--- src/rtl/mips_pkg.sv ---
// Shared MIPS pipeline definitions: opcodes, register-file geometry and the register index type.
package mips_pkg;

  localparam int NREG_DEF   = 32;
  localparam int RADDR_DEF  = 5;
  localparam int WB_LAT_DEF = 3;

  typedef logic [RADDR_DEF-1:0] reg_idx_t;

  localparam logic [5:0] OP_ADD  = 6'h00;
  localparam logic [5:0] OP_ADDI = 6'h08;
  localparam logic [5:0] OP_OR   = 6'h0d;
  localparam logic [5:0] OP_LW   = 6'h23;
  localparam logic [5:0] OP_HLT  = 6'h3f;

endpackage

--- src/rtl/reg_scoreboard_if.sv ---
// ID-stage issue bus between the decoder (master) and the register scoreboard (slave).
interface reg_scoreboard_if
  import mips_pkg::*;
#(
    parameter int NREG  = NREG_DEF,
    parameter int RADDR = RADDR_DEF
);
    logic             issue_valid;
    logic             issue_wr;
    logic             issue_load;
    logic [RADDR-1:0] issue_rd;
    logic [RADDR-1:0] issue_rs;
    logic             issue_rs_use;
    logic [RADDR-1:0] issue_rt;
    logic             issue_rt_use;
    logic             issue_halt;
    logic             flush;
    logic             stall;
    logic             issue_fire;
    logic             halted;
    logic             busy;
    logic [NREG-1:0]  pending_mask;

    modport master (
        output issue_valid, issue_wr, issue_load, issue_rd, issue_rs, issue_rs_use,
               issue_rt, issue_rt_use, issue_halt, flush,
        input  stall, issue_fire, halted, busy, pending_mask
    );

    modport slave (
        input  issue_valid, issue_wr, issue_load, issue_rd, issue_rs, issue_rs_use,
               issue_rt, issue_rt_use, issue_halt, flush,
        output stall, issue_fire, halted, busy, pending_mask
    );
endinterface

--- src/rtl/sb_entry.sv ---
// One architectural register's write-back countdown and load flag.
// SB_FORWARD_EN selects the bypassed (load-use only) read-blocking rule.
module sb_entry #(
    parameter  int WB_LAT = 3,
    localparam int CW     = $clog2(WB_LAT + 1)
) (
    input  logic          clk1,
    input  logic          rst,
    input  logic          load,
    input  logic          load_is_ld,
    input  logic          flush,
    output logic [CW-1:0] cnt,
    output logic          ld,
    output logic          pending,
    output logic          blocks
);

    // NOTE: non-blocking assignments so every entry updates from the same pre-edge state.
    always_ff @(posedge clk1 or posedge rst) begin
        if (rst) begin
            cnt <= '0;
            ld  <= 1'b0;
        end else if (load) begin
            cnt <= CW'(WB_LAT);
            ld  <= load_is_ld;
        end else if (flush && cnt == CW'(WB_LAT)) begin
            cnt <= '0;
            ld  <= 1'b0;
        end else if (cnt != '0) begin
            cnt <= cnt - CW'(1);
            ld  <= ld && (cnt != CW'(1));
        end
    end

    assign pending = (cnt != '0);

    // The last count is the write-back cycle; the register file writes before it is read.
`ifdef SB_FORWARD_EN
    assign blocks = ld && (cnt == CW'(WB_LAT));
`else
    assign blocks = (cnt > CW'(1));
`endif

endmodule

--- src/rtl/reg_scoreboard.sv ---
// Register-hazard interlock between ID and EX: per-register write tracking, stall, flush cancel, halt drain.
// Optional bypass mode is selected by the SB_FORWARD_EN macro (see sb_entry).
module reg_scoreboard
  import mips_pkg::*;
#(
    parameter int NREG   = NREG_DEF,
    parameter int RADDR  = RADDR_DEF,
    parameter int WB_LAT = WB_LAT_DEF
) (
    input logic             clk1,
    input logic             rst,
    reg_scoreboard_if.slave sb
);

    localparam int CW    = $clog2(WB_LAT + 1);
    localparam int RFULL = 2 ** RADDR;

    logic [NREG-1:0]  pend;
    logic [NREG-1:0]  blk;
    logic [RFULL-1:0] blk_full;
    logic             rs_hz;
    logic             rt_hz;
    logic             wr_en;
    logic             halted_q;

    // R0 is hard-wired zero and never tracked.
    assign pend[0] = 1'b0;
    assign blk[0]  = 1'b0;

    assign wr_en = sb.issue_fire && sb.issue_wr;

    for (genvar gi = 1; gi < NREG; gi++) begin : g_entry
        logic [CW-1:0] cnt;
        logic          ld;

        sb_entry #(.WB_LAT(WB_LAT)) u_entry (
            .clk1       (clk1),
            .rst        (rst),
            .load       (wr_en && sb.issue_rd == RADDR'(gi)),
            .load_is_ld (sb.issue_load),
            .flush      (sb.flush),
            .cnt        (cnt),
            .ld         (ld),
            .pending    (pend[gi]),
            .blocks     (blk[gi])
        );
    end

    // Zero-extended so that source indices beyond NREG read as never blocked.
    assign blk_full = RFULL'(blk);
    assign rs_hz    = sb.issue_rs_use && blk_full[sb.issue_rs];
    assign rt_hz    = sb.issue_rt_use && blk_full[sb.issue_rt];

    assign sb.stall      = sb.issue_valid && (rs_hz || rt_hz) && !halted_q;
    assign sb.issue_fire = sb.issue_valid && !sb.stall && !sb.flush && !halted_q;

    always_ff @(posedge clk1 or posedge rst) begin
        if (rst) begin
            halted_q <= 1'b0;
        end else if (sb.issue_fire && sb.issue_halt) begin
            halted_q <= 1'b1;
        end
    end

    assign sb.halted       = halted_q;
    assign sb.pending_mask = pend;
    assign sb.busy         = |pend;

endmodule

--- src/flat_wrapper.sv ---
// flat-port wrapper written by rule: the top's interface ports become plain ports
module reg_scoreboard_flat import mips_pkg::*;
#(
    parameter int NREG   = NREG_DEF,
    parameter int RADDR  = RADDR_DEF,
    parameter int WB_LAT = WB_LAT_DEF
)
  (clk1, rst, sb_issue_valid, sb_issue_wr, sb_issue_load, sb_issue_rd, sb_issue_rs, sb_issue_rs_use, sb_issue_rt, sb_issue_rt_use, sb_issue_halt, sb_flush, sb_stall, sb_issue_fire, sb_halted, sb_busy, sb_pending_mask);
  reg_scoreboard_if #(.NREG(NREG), .RADDR(RADDR)) sb_i ();
  input logic clk1;
  input logic rst;
  input wire logic [$bits(sb_i.issue_valid)-1:0] sb_issue_valid;
  input wire logic [$bits(sb_i.issue_wr)-1:0] sb_issue_wr;
  input wire logic [$bits(sb_i.issue_load)-1:0] sb_issue_load;
  input wire logic [$bits(sb_i.issue_rd)-1:0] sb_issue_rd;
  input wire logic [$bits(sb_i.issue_rs)-1:0] sb_issue_rs;
  input wire logic [$bits(sb_i.issue_rs_use)-1:0] sb_issue_rs_use;
  input wire logic [$bits(sb_i.issue_rt)-1:0] sb_issue_rt;
  input wire logic [$bits(sb_i.issue_rt_use)-1:0] sb_issue_rt_use;
  input wire logic [$bits(sb_i.issue_halt)-1:0] sb_issue_halt;
  input wire logic [$bits(sb_i.flush)-1:0] sb_flush;
  output wire logic [$bits(sb_i.stall)-1:0] sb_stall;
  output wire logic [$bits(sb_i.issue_fire)-1:0] sb_issue_fire;
  output wire logic [$bits(sb_i.halted)-1:0] sb_halted;
  output wire logic [$bits(sb_i.busy)-1:0] sb_busy;
  output wire logic [$bits(sb_i.pending_mask)-1:0] sb_pending_mask;
  assign sb_i.issue_valid = sb_issue_valid;
  assign sb_i.issue_wr = sb_issue_wr;
  assign sb_i.issue_load = sb_issue_load;
  assign sb_i.issue_rd = sb_issue_rd;
  assign sb_i.issue_rs = sb_issue_rs;
  assign sb_i.issue_rs_use = sb_issue_rs_use;
  assign sb_i.issue_rt = sb_issue_rt;
  assign sb_i.issue_rt_use = sb_issue_rt_use;
  assign sb_i.issue_halt = sb_issue_halt;
  assign sb_i.flush = sb_flush;
  assign sb_stall = sb_i.stall;
  assign sb_issue_fire = sb_i.issue_fire;
  assign sb_halted = sb_i.halted;
  assign sb_busy = sb_i.busy;
  assign sb_pending_mask = sb_i.pending_mask;
  reg_scoreboard #(.NREG(NREG), .RADDR(RADDR), .WB_LAT(WB_LAT)) u_core (.clk1(clk1), .rst(rst), .sb(sb_i));
endmodule
--- config.mk ---
export PLATFORM = sky130hd
export DESIGN_NAME = reg_scoreboard_flat
export DESIGN_NICKNAME = d
export VERILOG_FILES = /design/src/rtl/mips_pkg.sv /design/src/rtl/reg_scoreboard_if.sv /design/src/rtl/sb_entry.sv /design/src/rtl/reg_scoreboard.sv /design/src/flat_wrapper.sv
export SDC_FILE = /design/constraint.sdc
export NUM_CORES = 1
export LEC_CHECK = 0
export ABC_AREA = 1
export BUFFER_PORTS_ARGS = -buffer_cell sky130_fd_sc_hd__buf_2
export CAP_MARGIN = 15
export CORE_AREA = 2 2 102 84
export CTS_CLUSTER_SIZE = 25
export DETAILED_ROUTE_END_ITERATION = 16
export DIE_AREA = 0 0 104 86
export PLACE_DENSITY_LB_ADDON = 0.05
export REMOVE_ABC_BUFFERS = 1
export SETUP_SLACK_MARGIN = 0.3
export SYNTH_ARGS = -nofsm -noshare
export SYNTH_HDL_FRONTEND = slang
export SYNTH_SLANG_ARGS = --single-unit
--- constraint.sdc ---
create_clock -name clk1 -period 2.5 [get_ports clk1]
set_input_delay 0.25 -clock clk1 [delete_from_list [all_inputs] [get_ports clk1]]
set_output_delay 0.25 -clock clk1 [all_outputs]
set_load 0.05 [all_outputs]
; ---- Word level (Yosys, flattened, before mapping)
; Index checks and enable logic that the tools add are counted.
[classes]
n_addsub = 31
order_cmp = 33
n_eq_ne = 62
n_mux = 97
reduce_logical = 138
[ops]
columns = operator, n
row1 = two-way mux 2 bit, 93
row2 = nonzero test 3 bit, 31
row3 = "== test 5 bit, second input constant", 16
row4 = logical AND 1 bit, 71
row5 = "== test 2 bit, second input constant", 31
row6 = "greater-than comparator 2 x 1 -> 1 bit, second input constant", 31
row7 = nonzero test 2 bit, 31
row8 = "subtractor 2 x 1 -> 2 bit, second input constant", 31
row9 = "== test 5 x 4 -> 1 bit, second input constant", 8
row10 = OR reduction 31 bit, 1
row11 = "== test 5 x 3 -> 1 bit, second input constant", 4
row12 = "less-than comparator 5 x 6 -> 1 bit, second input constant", 2
row13 = binary-select mux 1 bit (select 5 bit), 2
row14 = "== test 5 x 2 -> 1 bit, second input constant", 2
row15 = "== test 5 x 1 -> 1 bit, second input constant", 1
row16 = logical NOT 1 bit, 3
row17 = two-way mux 1 bit, 2
row18 = logical OR 1 bit, 1
[totals]
ff_bits = 63
input_bits = 24
out_inout_bits = 36
wordCells = 393

; ---- Logic depth before layout (Yosys ltp)
; Gate-level depths: netlist (run 1).
[depth]
ltp_word = 14
ltp_mapped = 15
ltp_nobuf = 12

; ---- Hierarchy
; From an unflattened synthesis (run 1), not the netlist that was laid out.
[unflattened]
hier_cells = 847
area_unflattened_um2 = 5698.0
[by_module_without_submodules]
columns = mod, instances, cells_per_inst, area_each_um2, seq_area_each_um2
row1 = sb_entry, 31, 19, 142.6, 75.1
row2 = reg_scoreboard, 1, 258, 1276.2, 25.0

; ---- Worst setup path after synthesis (run 1)
; Ideal clock, no wire load.
[synth_path]
path_kind = input to output
from = in sb_issue_rs[0]
to = out sb_stall
arrival_ns = 1.820
t_required_ns = 2.250
setup_slack_ns = 0.430
cell_stages = 13
path_buffers = 2
cell_sequence = buf_4 inv_2 buf_6 nand2_1 nand3_1 nand3_1 nand3_1 nand2_1 nand2_1 nand3_2 nand2_4 nand2_1 nor2_1
[synth_via]
elab_chain_cells = 6
[synth_rtl]
columns = item, line_no
row1 = start: declaration, flat_wrapper.sv:16  ; input wire logic [$bits(sb_i.issue_rs)-1:0] sb_issue_rs;
row2 = binary-select mux 1 bit (select 5 bit), reg_scoreboard.sv:51  ; assign rs_hz = sb.issue_rs_use && blk_full[sb.issue_rs];
row3 = two-way mux 1 bit (implied by the code), reg_scoreboard.sv:51
row4 = logical AND 1 bit, reg_scoreboard.sv:51
row5 = logical OR 1 bit, reg_scoreboard.sv:54  ; assign sb.stall = sb.issue_valid && (rs_hz || rt_hz) && !halted_q;
row6 = logical AND 1 bit (2 in series), reg_scoreboard.sv:54
row7 = end: declaration, flat_wrapper.sv:22  ; output wire logic [$bits(sb_i.stall)-1:0] sb_stall;
; Every way passes these cells. The select of a mux whose other input is x is not followed.

; ---- Worst setup path after layout (run 1)
[layout_path]
from = reg u_core.g_entry[22].u_entry.cnt[0]
to = out sb_busy
[layout_via]
elab_chain_cells = 2
[layout_rtl]
columns = item, line_no
row1 = start: declaration, sb_entry.sv:12  ; output logic [CW-1:0] cnt,
row2 = start signal: assignment, sb_entry.sv:24  ; cnt <= CW'(WB_LAT);
row3 = start signal: assignment, sb_entry.sv:30  ; cnt <= cnt - CW'(1);
row4 = nonzero test 2 bit, sb_entry.sv:35  ; assign pending = (cnt != '0);
row5 = OR reduction 31 bit, reg_scoreboard.sv:67  ; assign sb.busy = |pend;
row6 = end: declaration, flat_wrapper.sv:25  ; output wire logic [$bits(sb_i.busy)-1:0] sb_busy;
; Every way passes these cells.

==> Flow_metrics.wiki, run 1 <==
{| class="wikitable"
! Metric !! Value
|-
| Critical Path RT || 2250 ps
|-
| Clk_lat worst skew || 350 ps
|-
| Max Clock Skew || 9.80 ps
|-
| Half-perimeter wire length of the detailed placement result || 7460 µm
|-
| Starting Density || 48.5%
|-
| Endpoint arrival time on the critical path || 1880 ps
|-
| Reg-to-reg slack, setup || 550 ps
|-
| Final count of pins violating max slew || 0
|-
| Cell area reported after detailed placement || 3910 µm²
|-
| Power density cells || 520 nW/µm²
|-
| Unrepaired setup endpoints after global routing || true
|-
| Netlist cell types || 20
|-
| Post-layout utilization of the core || 54.9%
|-
| Maximum root-to-sink buffer count || 2
|-
| Count of buffer and inverter cells on the critical path || 1
|-
| Final RePlAce weighted congestion || 0.874
|-
| Layout Cell Area excl Fill || 4300 µm²
|-
| Dpl ws || 342 ps
|-
| Average instance area after synthesis || 7.26 µm²
|-
| Vertical extent of the die || 86 µm
|-
| DRC violation count after routing || 0
|-
| Area delta synth->final || 13.2%
|-
| Io pins || 60
|-
| Antenna Nets Post-Route || 0
|-
| Ordered list of cells on the worst path || nor2_4 -> nand4_1 -> nor4_4 -> nand4_1 -> buf_6
|-
| CP max stage cell || sky130_fd_sc_hd__dfrtp_1
|-
| Actual slew at the worst max-slew pin || 683 ps
|-
| Number of synthesized register bits || 63
|-
| Clock tree from TritonCTS || yes
|-
| Share of post-route cells with drive strength above 1 || 22.0%
|-
| Worst-case headroom to the max-slew limit || 54.4%
|-
| Number of H-tree branching levels || 3
|-
| Final critical-path required period || 2130 ps
|-
| Via density per instance || 5.31
|-
| Die X-Extent || 104 µm
|-
| Initial drt markers || 191
|-
| Hold Crit Class || in2async
|-
| Overall routing resource usage || 23.9%
|-
| Static Leak || 2.37 nW
|-
| Post-synthesis cell area || 3800 µm²
|-
| Final total negative setup slack || 0 ps
|-
| Number of cells on the worst reg-to-reg path || 13
|-
| Crit. End Element || output port
|-
| Cell occurring most often along the worst timing path || sky130_fd_sc_hd__nand4_1
|-
| ANT cells || 0
|-
| Global-route wire length before repair || 16800 µm
|-
| Endpoints failing setup || 0
|-
| Slowest cell delay on critical path || 430 ps
|-
| Final Cycle Share || 85.3%
|-
| Cell family with the largest share of critical-path delay || simple AND/OR/NAND/NOR gates
|-
| Final worst setup slack || 367 ps
|-
| Clock tree sinks || 63
|-
| Detailed-router iteration count before antenna repair || 7
|-
| Number of maximum-capacitance violations || 0
|-
| Clock edge transition at the registers on the reported setup and hold paths || 70 ps
|-
| Full die area || 8940 µm²
|-
| Number of buffers added to fix hold violations after cts || 0
|-
| Sequential element share of the synthesized area || 41.5%
|-
| Core area || 7840 µm²
|-
| Cell type with the highest aggregate area in the netlist || sky130_fd_sc_hd__dfrtp_1
|-
| Worst setup SP type || flop
|-
| Number of fillers in the final layout || 786
|-
| Final #Nets || 574
|-
| Max frequency || 469 MHz
|-
| Count of port buffers added during placement || 57
|-
| GR Overflow Total || 0
|-
| Capturing point of the worst reg2reg path || u_core.g_entry[3].u_entry.cnt[0]
|-
| Status || complete, but fails checks
|-
| Number of global-route vias before repair || 3237
|-
| Classification of the worst setup path || reg2out
|-
| Yosys top cell area share || 41.5%
|-
| Startpoint of the lowest-slack register-to-register path || u_core.g_entry[17].u_entry.cnt[1]
|-
| Yosys warnings || 0
|-
| Leading cell types by total area after synthesis || sky130_fd_sc_hd__dfrtp_1 (42%), sky130_fd_sc_hd__nand3_1 (14%), sky130_fd_sc_hd__nand2_1 (10%)
|-
| Syn Inst Count || 523
|-
| Crit-path max FO || 4
|-
| Pin count of the biggest net entering global routing || 34
|-
| Total CTS buffers || 9
|-
| Antenna violations before repair || 0
|-
| Total via count in the routed design || 3515
|-
| Failing checks || hold timing
|-
| Clock tree root buffer cell || sky130_fd_sc_hd__clkbuf_8
|-
| Peak supply drop || 0.341 mV
|-
| Avg WL per Cell || 15.2 µm
|-
| Row count || 29
|-
| Total wire length || 10100 µm
|-
| Final hold viol count || 1
|-
| Tightest hold margin || -3.41 ps
|}
[kinds of logic after synthesis]
logic type	share of synthesized area (%)
AND/OR/NAND/NOR	37.0
buffers and inverters	14.7
flip-flops	41.5
AO/OA/AOI/OAI	6.72
other	0.0987
[timing repair]
item,in CTS,in global routing
endpoints found under the setup margin,1,3
pin swaps,0,10
resized for setup,4,32
buffers inserted,0,6
cloned,0,0
[area by class of cell]
cell class,count,area [µm²],share of cell area [%]
multi-input cells,357,1750,40.6
clock buffers,12,165,3.84
clock inverters,3,65.1,1.51
well taps,108,135,3.14
flip-flops and latches,63,1580,36.8
repair buffers,68,414,9.63
inverters,51,191,4.45
[state kept, by name, summed over array words and instances (netlist names)]
register and count:
u_core.sb.halted 1, u_core.g_entry.u_entry.cnt 62
[placed cells by master (no fill, tap or decap), types with 3 or more instances in the layout]
cell / Yosys / layout
sky130_fd_sc_hd__buf_2: 6 / 53
sky130_fd_sc_hd__buf_4: 34 / 9
sky130_fd_sc_hd__buf_6: 5 / 3
sky130_fd_sc_hd__clkbuf_8: 0 / 12
sky130_fd_sc_hd__dfrtp_1: 63 / 59
sky130_fd_sc_hd__dfrtp_2: 0 / 4
sky130_fd_sc_hd__inv_1: 49 / 48
sky130_fd_sc_hd__inv_2: 2 / 3
sky130_fd_sc_hd__nand2_1: 104 / 104
sky130_fd_sc_hd__nand3_1: 110 / 109
sky130_fd_sc_hd__nand3_2: 10 / 11
sky130_fd_sc_hd__nand4_1: 5 / 5
sky130_fd_sc_hd__nor2_1: 65 / 53
sky130_fd_sc_hd__nor2_2: 0 / 7
sky130_fd_sc_hd__nor2_4: 0 / 5
sky130_fd_sc_hd__o21ai_0: 33 / 33
sky130_fd_sc_hd__o21ai_1: 18 / 18
sky130_fd_sc_hd__or2_2: 5 / 4
[synthesized netlist by cell type]
library cell,count
sky130_fd_sc_hd__nor2_1,65
sky130_fd_sc_hd__nand3_2,10
sky130_fd_sc_hd__dfrtp_1,63
sky130_fd_sc_hd__clkbuf_1,6
sky130_fd_sc_hd__nor2_8,1
sky130_fd_sc_hd__nand2_4,1
sky130_fd_sc_hd__o21ai_1,18
sky130_fd_sc_hd__buf_6,5
sky130_fd_sc_hd__buf_1,1
sky130_fd_sc_hd__nand2_1,104
sky130_fd_sc_hd__buf_4,34
sky130_fd_sc_hd__inv_1,49
sky130_fd_sc_hd__nand4_1,5
sky130_fd_sc_hd__buf_2,6
sky130_fd_sc_hd__nor4_1,4
sky130_fd_sc_hd__conb_1,1
sky130_fd_sc_hd__o21ai_0,33
sky130_fd_sc_hd__nand3_1,110
sky130_fd_sc_hd__or2_2,5
sky130_fd_sc_hd__inv_2,2
[layer usage]
| metal | routed length, µm | track usage, % | up-vias |
|---|---|---|---|
| met5 | 0 | 0 | - |
| li1 | - | - | 1724 |
| met1 | 5040 | 35.1 | 1657 |
| met2 | 4280 | 35.7 | 120 |
| met4 | 148 | 8.11 | 0 |
| met3 | 599 | 4.41 | 14 |
[power by group]
part	internal, mW	switching [mW]
sequential	1.02	0
combinational	0.0454	0.133
clock	0.636	0.402
total	1.70	0.536
[through the flow]
step,std cells,power (mW)
after floorplan,471,1.13
after global placement,641,1.21
after detailed placement,641,1.22
after CTS,656,2.25
after global routing,662,2.32
final,662,2.24
[worst max path at each step]
| stage | slack [ps] | cells past startpoint | from | endpoint |
|---|---|---|---|---|
| 2_1_floorplan | 570 | 5 | u_core.g_entry[2].u_entry.cnt[1] | sb_busy |
| 3_3_place_gp | 370 | 12 | sb_issue_rt[0] | sb_issue_fire |
| 3_5_place_dp | 340 | 14 | sb_issue_rt[0] | u_core.g_entry[1].u_entry.cnt[1] |
| 4_1_cts | 280 | 5 | u_core.g_entry[23].u_entry.cnt[1] | sb_busy |
| 5_1_grt | 260 | 5 | u_core.g_entry[22].u_entry.cnt[0] | sb_busy |
| 6_report | 370 | 5 | u_core.g_entry[22].u_entry.cnt[0] | sb_busy |
(Power assumes the default switching activity.)
==> inputs of run 2 (changes only) <==
--- a/config.mk
+++ b/config.mk
@@ -7,11 +7,13 @@
 export LEC_CHECK = 0
 export ABC_AREA = 1
 export BUFFER_PORTS_ARGS = -buffer_cell sky130_fd_sc_hd__buf_2
-export CAP_MARGIN = 15
-export CORE_AREA = 2 2 102 84
+export CELL_PAD_IN_SITES_DETAIL_PLACEMENT = 2
+export CELL_PAD_IN_SITES_GLOBAL_PLACEMENT = 2
+export CORE_AREA = 2 2 125 103
+export CTS_BUF_LIST = sky130_fd_sc_hd__clkbuf_16
 export CTS_CLUSTER_SIZE = 25
 export DETAILED_ROUTE_END_ITERATION = 16
-export DIE_AREA = 0 0 104 86
+export DIE_AREA = 0 0 127 105
 export PLACE_DENSITY_LB_ADDON = 0.05
 export REMOVE_ABC_BUFFERS = 1
 export SETUP_SLACK_MARGIN = 0.3
==> Flow_metrics.wiki, run 2 (same netlist as run 1, synthesis figures left out) <==
{| class="wikitable"
! Metric !! Value
|-
| Status || finished, final reports clean
|-
| Power density cells || 588 nW/µm² (+13%)
|-
| Peak supply drop || 0.405 mV (+19%)
|-
| Clock tree from TritonCTS || yes
|-
| Hold Crit Class || in2async
|-
| Final worst setup slack || 314 ps (-52.8 ps)
|-
| Endpoints failing setup || 0 (unchanged)
|-
| Combinational cell fraction of total power || 7.6% (-0.4 points)
|-
| Fin cells || 710 (+7.3%)
|-
| Global-route wire length before repair || 22600 µm (+34%)
|-
| Row count || 36 (+24%)
|-
| Actual slew at the worst max-slew pin || 757 ps (+73.7 ps)
|-
| Post-route total power || 2.68 mW (+20%)
|-
| Full die area || 13300 µm² (+49%)
|-
| GR Overflow Total || 0 (unchanged)
|-
| Area delta synth->final || 19.9%
|-
| Number of buffers added to fix hold violations after cts || 0 (unchanged)
|-
| Unrepaired setup endpoints after global routing || true
|-
| Static Leak || 2.44 nW (+2.9%)
|-
| Half-perimeter wire length of the detailed placement result || 10100 µm (+36%)
|-
| Max Clock Skew || 8.46 ps (-1.34 ps)
|-
| Crit-path max FO || 3 (-1)
|-
| Starting Density || 31.7% (-17 points)
|-
| Flip-flop count of the largest register after layout || 62 (unchanged)
|-
| Final RePlAce weighted congestion || 0.806 (-7.8%)
|-
| Clock edge transition at the registers on the reported setup and hold paths || 60 ps (about the same)
|-
| ANT cells || 0 (unchanged)
|-
| Die X-Extent || 127 µm (+22%)
|-
| Count of port buffers added during placement || 57 (unchanged)
|-
| Number of maximum-capacitance violations || 0 (unchanged)
|-
| Internal power summed over all cells || 2.04 mW (+20%)
|-
| Critical Path RT || 2250 ps (about the same)
|-
| Worst setup SP type || flop
|-
| Avg WL per Cell || 19.5 µm (+28%)
|-
| Final hold viol count || 0 (-1)
|-
| Via density per instance || 5.17 (-2.5%)
|-
| Tightest hold margin || 16.9 ps (+20.3 ps)
|-
| Switching power || 644 µW (+20%)
|-
| Total via count in the routed design || 3674 (+4.5%)
|-
| Endpoint arrival time on the critical path || 1940 ps (+60 ps)
|-
| Antenna Nets Post-Route || 0 (unchanged)
|-
| Max frequency || 458 MHz (-2.4%)
|-
| Number of H-tree branching levels || 3 (unchanged)
|-
| Pin count of the biggest net entering global routing || 35 (+2.9%)
|-
| Worst-case headroom to the max-slew limit || 49.5% (-4.8 points)
|-
| Layout Cell Area excl Fill || 4550 µm² (+5.9%)
|-
| Vertical extent of the die || 105 µm (+22%)
|-
| Cell area reported after detailed placement || 3970 µm² (+1.5%)
|-
| Final critical-path required period || 2190 ps (+52.8 ps)
|-
| Relative contribution of the clock network to total power || 54.3% (+7.9 points)
|-
| Crit. End Element || output port
|-
| Antenna violations before repair || 0 (unchanged)
|-
| Portion of total power attributed to sequential cells || 38.1% (-7.5 points)
|-
| Total wire length || 13800 µm (+37%)
|-
| Final #Nets || 577 (+0.52%)
|-
| Share of post-route cells with drive strength above 1 || 27.4% (+5.4 points)
|-
| Clock tree sinks || 63 (unchanged)
|-
| Maximum root-to-sink buffer count || 2 (unchanged)
|-
| Clk_lat worst skew || 340 ps (about the same)
|-
| Number of global-route vias before repair || 4019 (+24%)
|-
| Number of cells on the worst reg-to-reg path || 13 (unchanged)
|-
| Final total negative setup slack || 0 ps (unchanged)
|-
| Final count of pins violating max slew || 0 (unchanged)
|-
| Clock tree root buffer cell || sky130_fd_sc_hd__clkbuf_16
|-
| Final Cycle Share || 87.4% (+2.1 points)
|-
| Post-layout utilization of the core || 38.0% (-17 points)
|-
| Classification of the worst setup path || reg2out
|-
| Core area || 12000 µm² (+53%)
|-
| Io pins || 60 (unchanged)
|-
| Initial drt markers || 189 (-1.0%)
|-
| Detailed-router iteration count before antenna repair || 4 (-3)
|-
| Largest reg by FF count || u_core.g_entry.u_entry.cnt
|-
| Placed cell count || 687 (+7.2%)
|-
| Switching share of power || 24.0% (+0.066 points)
|-
| DRC violation count after routing || 0 (unchanged)
|-
| Overall routing resource usage || 22.0% (-1.9 points)
|-
| Most frequent cells in the layout || sky130_fd_sc_hd__nand3_1 (98), sky130_fd_sc_hd__nand2_1 (98), sky130_fd_sc_hd__buf_2 (54), sky130_fd_sc_hd__nor2_1 (52), sky130_fd_sc_hd__dfrtp_1 (49)
|-
| Dpl ws || 333 ps (-8.98 ps)
|-
| Total CTS buffers || 9 (unchanged)
|}
run 2: what timing repair did:
item,CTS,global route
pin swaps,2,13
buffers inserted,2,5
gates resized for setup,14,48
setup endpoints to repair,2,3
run 2: critical path: stages, from the launching register on:
cell                      delay, ps
sky130_fd_sc_hd__dfrtp_1        390
sky130_fd_sc_hd__or2_4          270
sky130_fd_sc_hd__nor2_4          90
sky130_fd_sc_hd__nand3_2        100
sky130_fd_sc_hd__nor4_4         280
sky130_fd_sc_hd__buf_4          170
sky130_fd_sc_hd__nand4_1        100
sky130_fd_sc_hd__buf_6          190
run 2: worst paths after layout:
kind                                                        start                           endpoint  slack, ps
min in group clk1                                   sb_issue_halt                   u_core.sb.halted        120
worst min-delay path                                          rst  u_core.g_entry[22].u_entry.cnt[0]         20
worst min register to register   u_core.g_entry[6].u_entry.cnt[0]   u_core.g_entry[6].u_entry.cnt[0]        470
max in group asynchronous                                     rst  u_core.g_entry[10].u_entry.cnt[1]       1810
worst max register to register  u_core.g_entry[13].u_entry.cnt[1]  u_core.g_entry[12].u_entry.cnt[1]        500
worst max-delay path             u_core.g_entry[2].u_entry.cnt[0]                            sb_busy        310
run 2: area by class of cell:
class	instances	area (µm²)
fill	1401	7430
multi-input combinational	357	1820
sequential	63	1590
timing repair buffer	71	422
clock buffer	9	225
inverter	51	191
tap	152	190
clock inverter	7	111
run 2: per-layer routing:
layer | part of all wire [%] | GRT usage [%] | routed length [µm] | vias up
met5 | 0 | 0 | 0 | -
met2 | 46 | 35.0 | 6380 | 67
met3 | 3.8 | 4.61 | 530 | 17
met1 | 49 | 30.3 | 6760 | 1857
li1 | - | - | - | 1733
met4 | 1.3 | 5.89 | 181 | 0
run 2: power by group through the flow:
stage                     sequential (mW)  clock, mW  combinational (mW)
after floorplan                      1.04          0              0.0904
after global placement               1.04          0               0.195
after detailed placement             1.04          0               0.197
after CTS                            1.02       1.48               0.198
after global routing                 1.02       1.53               0.227
final                                1.02       1.46               0.204
